File: src/rtl/uart_runner_pkg.sv
// Shared opcodes, parser state encoding and baud divisor helper for the UART command runner.
package uart_runner_pkg;
  localparam logic [7:0] OP_ECHO = 8'hEC;
  localparam logic [7:0] OP_ADD  = 8'hA0;
  localparam logic [7:0] OP_MUL  = 8'hA1;
  localparam logic [7:0] OP_DIV  = 8'hA2;

  typedef enum logic [2:0] {
    ST_OPCODE, ST_RESERVED, ST_LEN_LSB, ST_LEN_MSB, ST_PAYLOAD, ST_COMPUTE, ST_SEND
  } state_e;

  // Clock cycles per serial bit, rounded to nearest.
  function automatic int unsigned baud_div(input int unsigned clk_hz, input int unsigned baud);
    return (clk_hz + baud / 2) / baud;
  endfunction
endpackage

File: src/rtl/uart_runner_if.sv
// Byte stream with valid/ready handshake; a byte moves on a clock edge where both are high.
interface uart_runner_if;
  logic       valid;
  logic       ready;
  logic [7:0] data;

  modport master (output valid, output data, input ready);
  modport slave  (input valid, input data, output ready);
endinterface

File: src/rtl/uart_alu_parser.sv
// Packet parser: header decode, ECHO forwarding, ADD/MUL accumulation, restoring DIV and 4-byte result send.
module uart_alu_parser import uart_runner_pkg::*; (
  input  logic          clk_i,
  input  logic          rst_i,
  uart_runner_if.slave  rx,
  uart_runner_if.master tx
);
  state_e      state, state_nxt;
  logic [7:0]  opcode, hold;
  logic        hold_vld;
  logic [15:0] len, cnt;
  logic [31:0] word, word_nxt, acc, dvd, dvs, quo, rem, result;
  logic [31:0] quo_nxt, rem_nxt;
  logic [32:0] rem_sh, diff;
  logic [1:0]  wcnt, send_idx;
  logic [5:0]  div_cnt;
  logic        rx_fire, tx_fire, last_byte, word_done, is_echo, is_alu, pl_done;

  assign rx.ready  = 1'b1;
  assign rx_fire   = rx.valid;
  assign tx.valid  = (state == ST_SEND) || hold_vld;
  assign tx.data   = (state == ST_SEND) ? result[{send_idx, 3'b000} +: 8] : hold;
  assign tx_fire   = tx.valid && tx.ready;
  assign is_echo   = (opcode == OP_ECHO);
  assign is_alu    = (opcode inside {OP_ADD, OP_MUL, OP_DIV});
  assign last_byte = (cnt == len - 16'd1);
  assign word_done = last_byte || (cnt[1:0] == 2'd3);
  assign pl_done   = (cnt == len);

  // Lane 0 starts a fresh word so a short final word is zero-extended.
  always_comb begin
    word_nxt = (cnt[1:0] == 2'd0) ? '0 : word;
    word_nxt[{cnt[1:0], 3'b000} +: 8] = rx.data;
  end

  // One restoring-division step: the borrow bit of diff decides subtract vs keep.
  always_comb begin
    rem_sh  = {rem, quo[31]};
    diff    = rem_sh - {1'b0, dvs};
    rem_nxt = diff[32] ? rem_sh[31:0] : diff[31:0];
    quo_nxt = {quo[30:0], ~diff[32]};
  end

  always_comb begin
    state_nxt = state;
    case (state)
      ST_OPCODE:   if (rx_fire) state_nxt = ST_RESERVED;
      ST_RESERVED: if (rx_fire) state_nxt = ST_LEN_LSB;
      ST_LEN_LSB:  if (rx_fire) state_nxt = ST_LEN_MSB;
      ST_LEN_MSB:  if (rx_fire) state_nxt = ({rx.data, len[7:0]} == 16'd0) ? ST_COMPUTE : ST_PAYLOAD;
      ST_PAYLOAD:  if (pl_done && (!hold_vld || tx.ready))
                     state_nxt = is_alu ? ST_COMPUTE : ST_OPCODE;
      ST_COMPUTE:  if (!is_alu) state_nxt = ST_OPCODE;
                   else if (opcode != OP_DIV || div_cnt == 6'd32) state_nxt = ST_SEND;
      ST_SEND:     if (tx.ready && send_idx == 2'd3) state_nxt = ST_OPCODE;
      default:     state_nxt = ST_OPCODE;
    endcase
  end

  always_ff @(posedge clk_i) begin
    if (rst_i) begin
      state    <= ST_OPCODE;
      opcode   <= '0;
      hold     <= '0;
      hold_vld <= 1'b0;
      len      <= '0;
      cnt      <= '0;
      word     <= '0;
      acc      <= '0;
      dvd      <= '0;
      dvs      <= '0;
      quo      <= '0;
      rem      <= '0;
      result   <= '0;
      wcnt     <= '0;
      send_idx <= '0;
      div_cnt  <= '0;
    end else begin
      state <= state_nxt;
      if (tx_fire && state != ST_SEND) hold_vld <= 1'b0;
      if (state != ST_COMPUTE) div_cnt <= '0;
      if (state != ST_SEND) send_idx <= '0;
      case (state)
        ST_OPCODE: if (rx_fire) begin
          opcode <= rx.data;
          acc    <= (rx.data == OP_MUL) ? 32'd1 : 32'd0;
          dvd    <= '0;
          dvs    <= '0;
          wcnt   <= '0;
          cnt    <= '0;
        end
        ST_LEN_LSB: if (rx_fire) len[7:0]  <= rx.data;
        ST_LEN_MSB: if (rx_fire) len[15:8] <= rx.data;
        ST_PAYLOAD: if (rx_fire && !pl_done) begin
          cnt  <= cnt + 16'd1;
          word <= word_nxt;
          if (is_echo) begin
            hold     <= rx.data;
            hold_vld <= 1'b1;
          end
          if (word_done) begin
            case (opcode)
              OP_ADD: acc <= acc + word_nxt;
              OP_MUL: acc <= acc * word_nxt;
              OP_DIV: begin
                if (wcnt == 2'd0) dvd <= word_nxt;
                if (wcnt == 2'd1) dvs <= word_nxt;
                if (wcnt != 2'd2) wcnt <= wcnt + 2'd1;
              end
              default: ;
            endcase
          end
        end
        ST_COMPUTE: begin
          div_cnt <= div_cnt + 6'd1;
          if (opcode != OP_DIV) begin
            result <= acc;
          end else if (div_cnt == 6'd0) begin
            rem <= '0;
            quo <= dvd;
          end else begin
            rem <= rem_nxt;
            quo <= quo_nxt;
            if (div_cnt == 6'd32)
              result <= (len == 16'd0) ? 32'd0 : (dvs == 32'd0) ? 32'hFFFF_FFFF : quo_nxt;
          end
        end
        ST_SEND: if (tx.ready) send_idx <= send_idx + 2'd1;
        default: ;
      endcase
    end
  end
endmodule

File: src/rtl/uart_rx.sv
// 8N1 receiver: finds the start edge, samples each bit mid-cell, emits a byte when the stop bit is high.
module uart_rx import uart_runner_pkg::*; #(
  parameter int unsigned CLK_FREQ_HZ = 100_000_000,
  parameter int unsigned BAUD_RATE   = 115_200
) (
  input  logic          clk_i,
  input  logic          rst_i,
  input  logic          rxd_i,
  uart_runner_if.master m
);
  localparam int unsigned DIV = baud_div(CLK_FREQ_HZ, BAUD_RATE);
  localparam int CW = $clog2(DIV + 1);
  localparam logic [CW-1:0] DIV_M1 = CW'(DIV - 1);
  localparam logic [CW-1:0] HALF   = CW'(DIV / 2);

  logic [1:0]    sync;
  logic          busy;
  logic [CW-1:0] tick;
  logic [3:0]    bit_idx;
  logic [7:0]    shreg;
  logic          rxd_s;

  assign rxd_s = sync[1];

  always_ff @(posedge clk_i) begin
    if (rst_i) begin
      sync    <= 2'b11;
      busy    <= 1'b0;
      tick    <= '0;
      bit_idx <= '0;
      shreg   <= '0;
      m.valid <= 1'b0;
      m.data  <= '0;
    end else begin
      sync <= {sync[0], rxd_i};
      if (m.valid && m.ready) m.valid <= 1'b0;
      if (!busy) begin
        if (!rxd_s) begin
          busy    <= 1'b1;
          tick    <= HALF;
          bit_idx <= '0;
        end
      end else if (tick != '0) begin
        tick <= tick - CW'(1);
      end else begin
        tick <= DIV_M1;
        // bit_idx 0 re-checks the start bit mid-cell to reject glitches
        if (bit_idx == 4'd0) begin
          if (rxd_s) busy <= 1'b0;
          else       bit_idx <= 4'd1;
        end else if (bit_idx <= 4'd8) begin
          shreg   <= {rxd_s, shreg[7:1]};
          bit_idx <= bit_idx + 4'd1;
        end else begin
          busy <= 1'b0;
          if (rxd_s) begin
            m.data  <= shreg;
            m.valid <= 1'b1;
          end
        end
      end
    end
  end
endmodule

File: src/rtl/uart_tx.sv
// 8N1 transmitter; ready rises in the last cycle of the stop bit so frames can run back to back.
module uart_tx import uart_runner_pkg::*; #(
  parameter int unsigned CLK_FREQ_HZ = 100_000_000,
  parameter int unsigned BAUD_RATE   = 115_200
) (
  input  logic         clk_i,
  input  logic         rst_i,
  uart_runner_if.slave s,
  output logic         txd_o
);
  localparam int unsigned DIV = baud_div(CLK_FREQ_HZ, BAUD_RATE);
  localparam int CW = $clog2(DIV + 1);
  localparam logic [CW-1:0] DIV_M1 = CW'(DIV - 1);

  logic          busy;
  logic [CW-1:0] tick;
  logic [3:0]    nbits;
  logic [9:0]    shreg;
  logic          done;

  assign done    = busy && (nbits == 4'd1) && (tick == '0);
  assign s.ready = !busy || done;
  assign txd_o   = busy ? shreg[0] : 1'b1;

  always_ff @(posedge clk_i) begin
    if (rst_i) begin
      busy  <= 1'b0;
      tick  <= '0;
      nbits <= '0;
      shreg <= '1;
    end else if (s.valid && s.ready) begin
      busy  <= 1'b1;
      tick  <= DIV_M1;
      nbits <= 4'd10;
      shreg <= {1'b1, s.data, 1'b0};
    end else if (busy) begin
      if (tick != '0) begin
        tick <= tick - CW'(1);
      end else begin
        tick  <= DIV_M1;
        shreg <= {1'b1, shreg[9:1]};
        nbits <= nbits - 4'd1;
        if (nbits == 4'd1) busy <= 1'b0;
      end
    end
  end
endmodule

File: src/rtl/uart_runner.sv
// UART command processor top: serial RX -> packet parser/ALU -> serial TX.
module uart_runner #(
  parameter int unsigned CLK_FREQ_HZ = 100_000_000,
  parameter int unsigned BAUD_RATE   = 115_200
) (
  input  logic clk_i,
  input  logic rst_i,
  input  logic rxd_i,
  output logic txd_o
);
  uart_runner_if rx_s ();
  uart_runner_if tx_s ();

  uart_rx #(.CLK_FREQ_HZ(CLK_FREQ_HZ), .BAUD_RATE(BAUD_RATE)) u_rx (
    .clk_i (clk_i),
    .rst_i (rst_i),
    .rxd_i (rxd_i),
    .m     (rx_s.master)
  );

  uart_alu_parser u_parser (
    .clk_i (clk_i),
    .rst_i (rst_i),
    .rx    (rx_s.slave),
    .tx    (tx_s.master)
  );

  uart_tx #(.CLK_FREQ_HZ(CLK_FREQ_HZ), .BAUD_RATE(BAUD_RATE)) u_tx (
    .clk_i (clk_i),
    .rst_i (rst_i),
    .s     (tx_s.slave),
    .txd_o (txd_o)
  );
endmodule

File: config.mk
export PLATFORM = sky130hd
export DESIGN_NAME = uart_runner
export DESIGN_NICKNAME = d
export VERILOG_FILES = /design/src/rtl/uart_runner_pkg.sv /design/src/rtl/uart_runner_if.sv /design/src/rtl/uart_alu_parser.sv /design/src/rtl/uart_rx.sv /design/src/rtl/uart_tx.sv /design/src/rtl/uart_runner.sv
export SDC_FILE = /design/constraint.sdc
export NUM_CORES = 2
export LEC_CHECK = 0
export ABC_AREA = 1
export BUFFER_PORTS_ARGS = -buffer_cell sky130_fd_sc_hd__buf_2
export CORE_MARGIN = 8
export CORE_UTILIZATION = 49
export CTS_BUF_LIST = sky130_fd_sc_hd__clkbuf_8
export CTS_CLUSTER_DIAMETER = 40
export DETAILED_ROUTE_END_ITERATION = 8
export PLACE_DENSITY = 0.67
export SETUP_SLACK_MARGIN = 0.5
export SYNTH_ARGS = -nofsm -noshare
export SYNTH_HDL_FRONTEND = slang
export SYNTH_SLANG_ARGS = --single-unit
File: constraint.sdc
create_clock -name clk_i -period 9.92 [get_ports clk_i]
set_input_delay 0.992 -clock clk_i [delete_from_list [all_inputs] [get_ports clk_i]]
set_output_delay 0.992 -clock clk_i [all_outputs]
set_load 0.02 [all_outputs]
==> impl_metrics.ini <==
[setup_path]
cp-start-kind = flip-flop
slowest_delay_ns = 0.55
cp_max_fo = 29
crit_start = u_parser.cnt[1]
cp_common_cell = fa_1
crit_required_ns = 10.46
r2r-start = u_parser.cnt[1]
reg2reg_depth = 33
crit_slowest_cell = dfxtp_1
r2r-end = u_parser.acc[28]
end_kind = flip-flop
critPathArrivalTime_ns = 9.56
path_class = flip-flop to flip-flop
reg2reg_slack_ns = 0.89

[sta]
final.setup.tns_ns = 0
clock.fmax_mhz = 111
maxSlewViolCount = 0
min_period_ns = 9.03
fin_crit_sh = 0.910
grt_setup_unrepaired = true
skew_ns = 0.0473
setup_viol = 0
setup_ws_ns = 0.893
tightest_slew_ns = 1.19
maxSlewHeadroom = 0.202
hold_viol_final = 0

[grt]
gr-total-overflow = 0
grt_pass1_wl_um = 182000
grt_usage = 0.294
grt_max_degree = 95
antenna_found_initial = 3
grt_pass1_vias = 31300

[routing]
first_iter_violations = 3246
wl_met1_um = 48900
vias = 31800
wl_um = 117000
drcViolationCount = 0
wl_met2_um = 50700
wl_per_cell_um = 20.6
firstDrtPassIters = 6
via_per_inst = 5.58
final_antenna_net_count = 0
met3_length_um = 11800
routed.top_layer = met4

[synthesis]
synth-simple-area-share = 0.213
synthAdderAreaFrac = 0.309
synth.yosys.warnings = 0
synthesis.area_um2 = 34900
synthDistinctLibCells = 64
avgSynthCellArea_um2 = 7.31
yosysSeqAreaShare = 0.197
muxShareOfSynthArea = 0.00201
async_flop_share = 0
synth.net_count = 5390
synthFlopType = dfxtp_1
yosys_register_bits = 344
synth_compound_area_frac = 0.147
syn-instance-count = 4772
synth-edff-count = 0
synth_xor_area_frac = 0.0256
synth_top_family_by_area = adder cells

[floorplan]
fp-row-count = 98
core_area_um2 = 71000
initial_core_util = 0.492
boundaryPins = 4
fp.dieH_um = 283
die_x_um = 283
dieArea_um2 = 80000

[status]
outcome = finished, final reports clean

[min_path]
worstHoldPathType = flip-flop to flip-flop
min_path_cells = 1
hold_end = u_rx.sync[1]
min_from = u_rx.sync[0]

[final_layout]
layout_commonest_cell = nand2_1
layout_common_cells = 964 x nand2_1, 756 x inv_1, 548 x nor2_1
final_nets = 5323
syn_to_final_growth_pct = 6.78
drive_gt1_frac = 0.0534
postLayoutCoreUtil = 0.525

[placement]
post-dp-hpwl_um = 89300
place.gp.congestion = 1.03
post-place-ws_ns = 0.902
io_buffers = 3

[cts]
cts-root-buf = clkbuf_8
cts_tree = built
cts.sinks = 344
cts_max_level = 2
clock_path_buffers = 3
clk_pin_slew_ns = 0.06
cts_buffers = 61
postCtsHoldBufs = 0
insertion_delay_ns = 0.68

[power_and_ir_drop]
leakage_nw = 16.3
ir_drop_v = 0.000122
powerDensity_nw_per_um2 = 79.5

[flow_run]
cap_violations = 0
==> where the power goes <==
part	switching (W)	internal, W	total, W
Clock	0.000655	0.000859	0.00151
Sequential	0.00000464	0.00139	0.00139
Combinational	0.0000439	0.0000142	0.0000582
Total	0.000703	0.00226	0.00296
==> synthesized netlist by cell type (8+ instances only) <==
cell,count,area [um2]
nand4_1,37,231
inv_1,742,2790
inv_2,12,45.0
a211oi_1,23,173
o21ai_0,275,1380
o221ai_1,10,87.6
clkbuf_1,167,627
o21ai_2,10,87.6
nand3b_1,13,97.6
buf_2,23,115
o211ai_1,32,240
buf_1,8,30.0
nand3_1,135,676
nor2_1,552,2070
nand2_1,964,3620
dfxtp_1,344,6890
a21oi_1,430,2150
xor2_1,40,350
fa_1,410,8210
nor3_1,41,205
o21a_1,45,338
clkinv_1,16,60.1
nor4_1,18,113
a31oi_1,44,275
nand2_2,11,68.8
ha_1,205,2560
xnor2_1,62,543
or2_2,18,113
o21bai_1,11,82.6
==> repair_timing <==
action	4_1_cts	5_1_grt
resized for setup	0	3
setup endpoints to repair	0	7
buffers inserted	0	3
==> kinds of logic (layout without fill, tap and decap cells) <==
kind of cell,after synthesis,in the layout
and+or+nand+nor,1813,1813
buffers and inverters,974,956
AOI/OAI and AO/OA,917,917
adders and majority gates,615,615
DFF,344,344
xor gates and xnor gates,102,102
muxes,7,7
other,0,1
==> layer usage <==
layer  global-route usage  vias up
met4                0.129        0
met2                0.450     1427
met5                    0        -
met3               0.0631      343
met1                0.400    15100
li1                     -    15000
==> sequential cells by signal, summed over array words and instances (netlist names), 9 cells and up <==
signal           count
u_parser.word       32
u_parser.len        16
u_tx.shreg           9
u_parser.result     32
u_parser.quo        32
u_parser.cnt        16
u_rx.tick           10
u_parser.acc        32
u_parser.dvd        32
u_tx.tick           10
u_parser.dvs        32
u_parser.rem        32
==> critical path, delay by kind of cell, from the launching register on <==
kind,cells,cell delay (ns)
adder cells (fa/ha/maj),10,4.61
XOR/XNOR,1,0.12
AND/OR/NAND/NOR,12,1.75
flip-flops,1,0.55
AO/OA/AOI/OAI,2,0.41
buffers and inverters,8,1.41
==> worst max path at each step <==
stage,endpoint,slack [ns],cells after the start
6_report,u_parser.acc[28],0.89,33
5_1_grt,u_parser.acc[28],0.50,31
4_1_cts,u_parser.acc[28],0.86,30
3_5_place_dp,u_parser.acc[28],0.90,30
3_3_place_gp,u_parser.acc[28],1.03,32
2_1_floorplan,u_parser.acc[28],2.01,33
==> area by class of cell <==
cell class,count,area (um2)
well taps,950,1190
inverters,770,2900
diodes,1,2.50
clock buffers,73,1000
repair buffers,73,547
flip-flops and latches,344,6890
fillers,7091,33700
multi-input cells,3454,24300
repair inverters,1,7.51
clock inverters,39,394
==> per-stage QoR <==
stage          area [um2]  total power [W]  cells  hold WS, ns
6_report            37300          0.00296   5705        0.415
5_1_grt             37300          0.00306   5704        0.422
4_1_cts             37200          0.00299   5700        0.417
3_5_place_dp        35800          0.00148   5588        0.404
3_3_place_gp        35800          0.00148   5588        0.401
2_1_floorplan       34900          0.00147   4772        0.389
(Power assumes the default switching activity.)
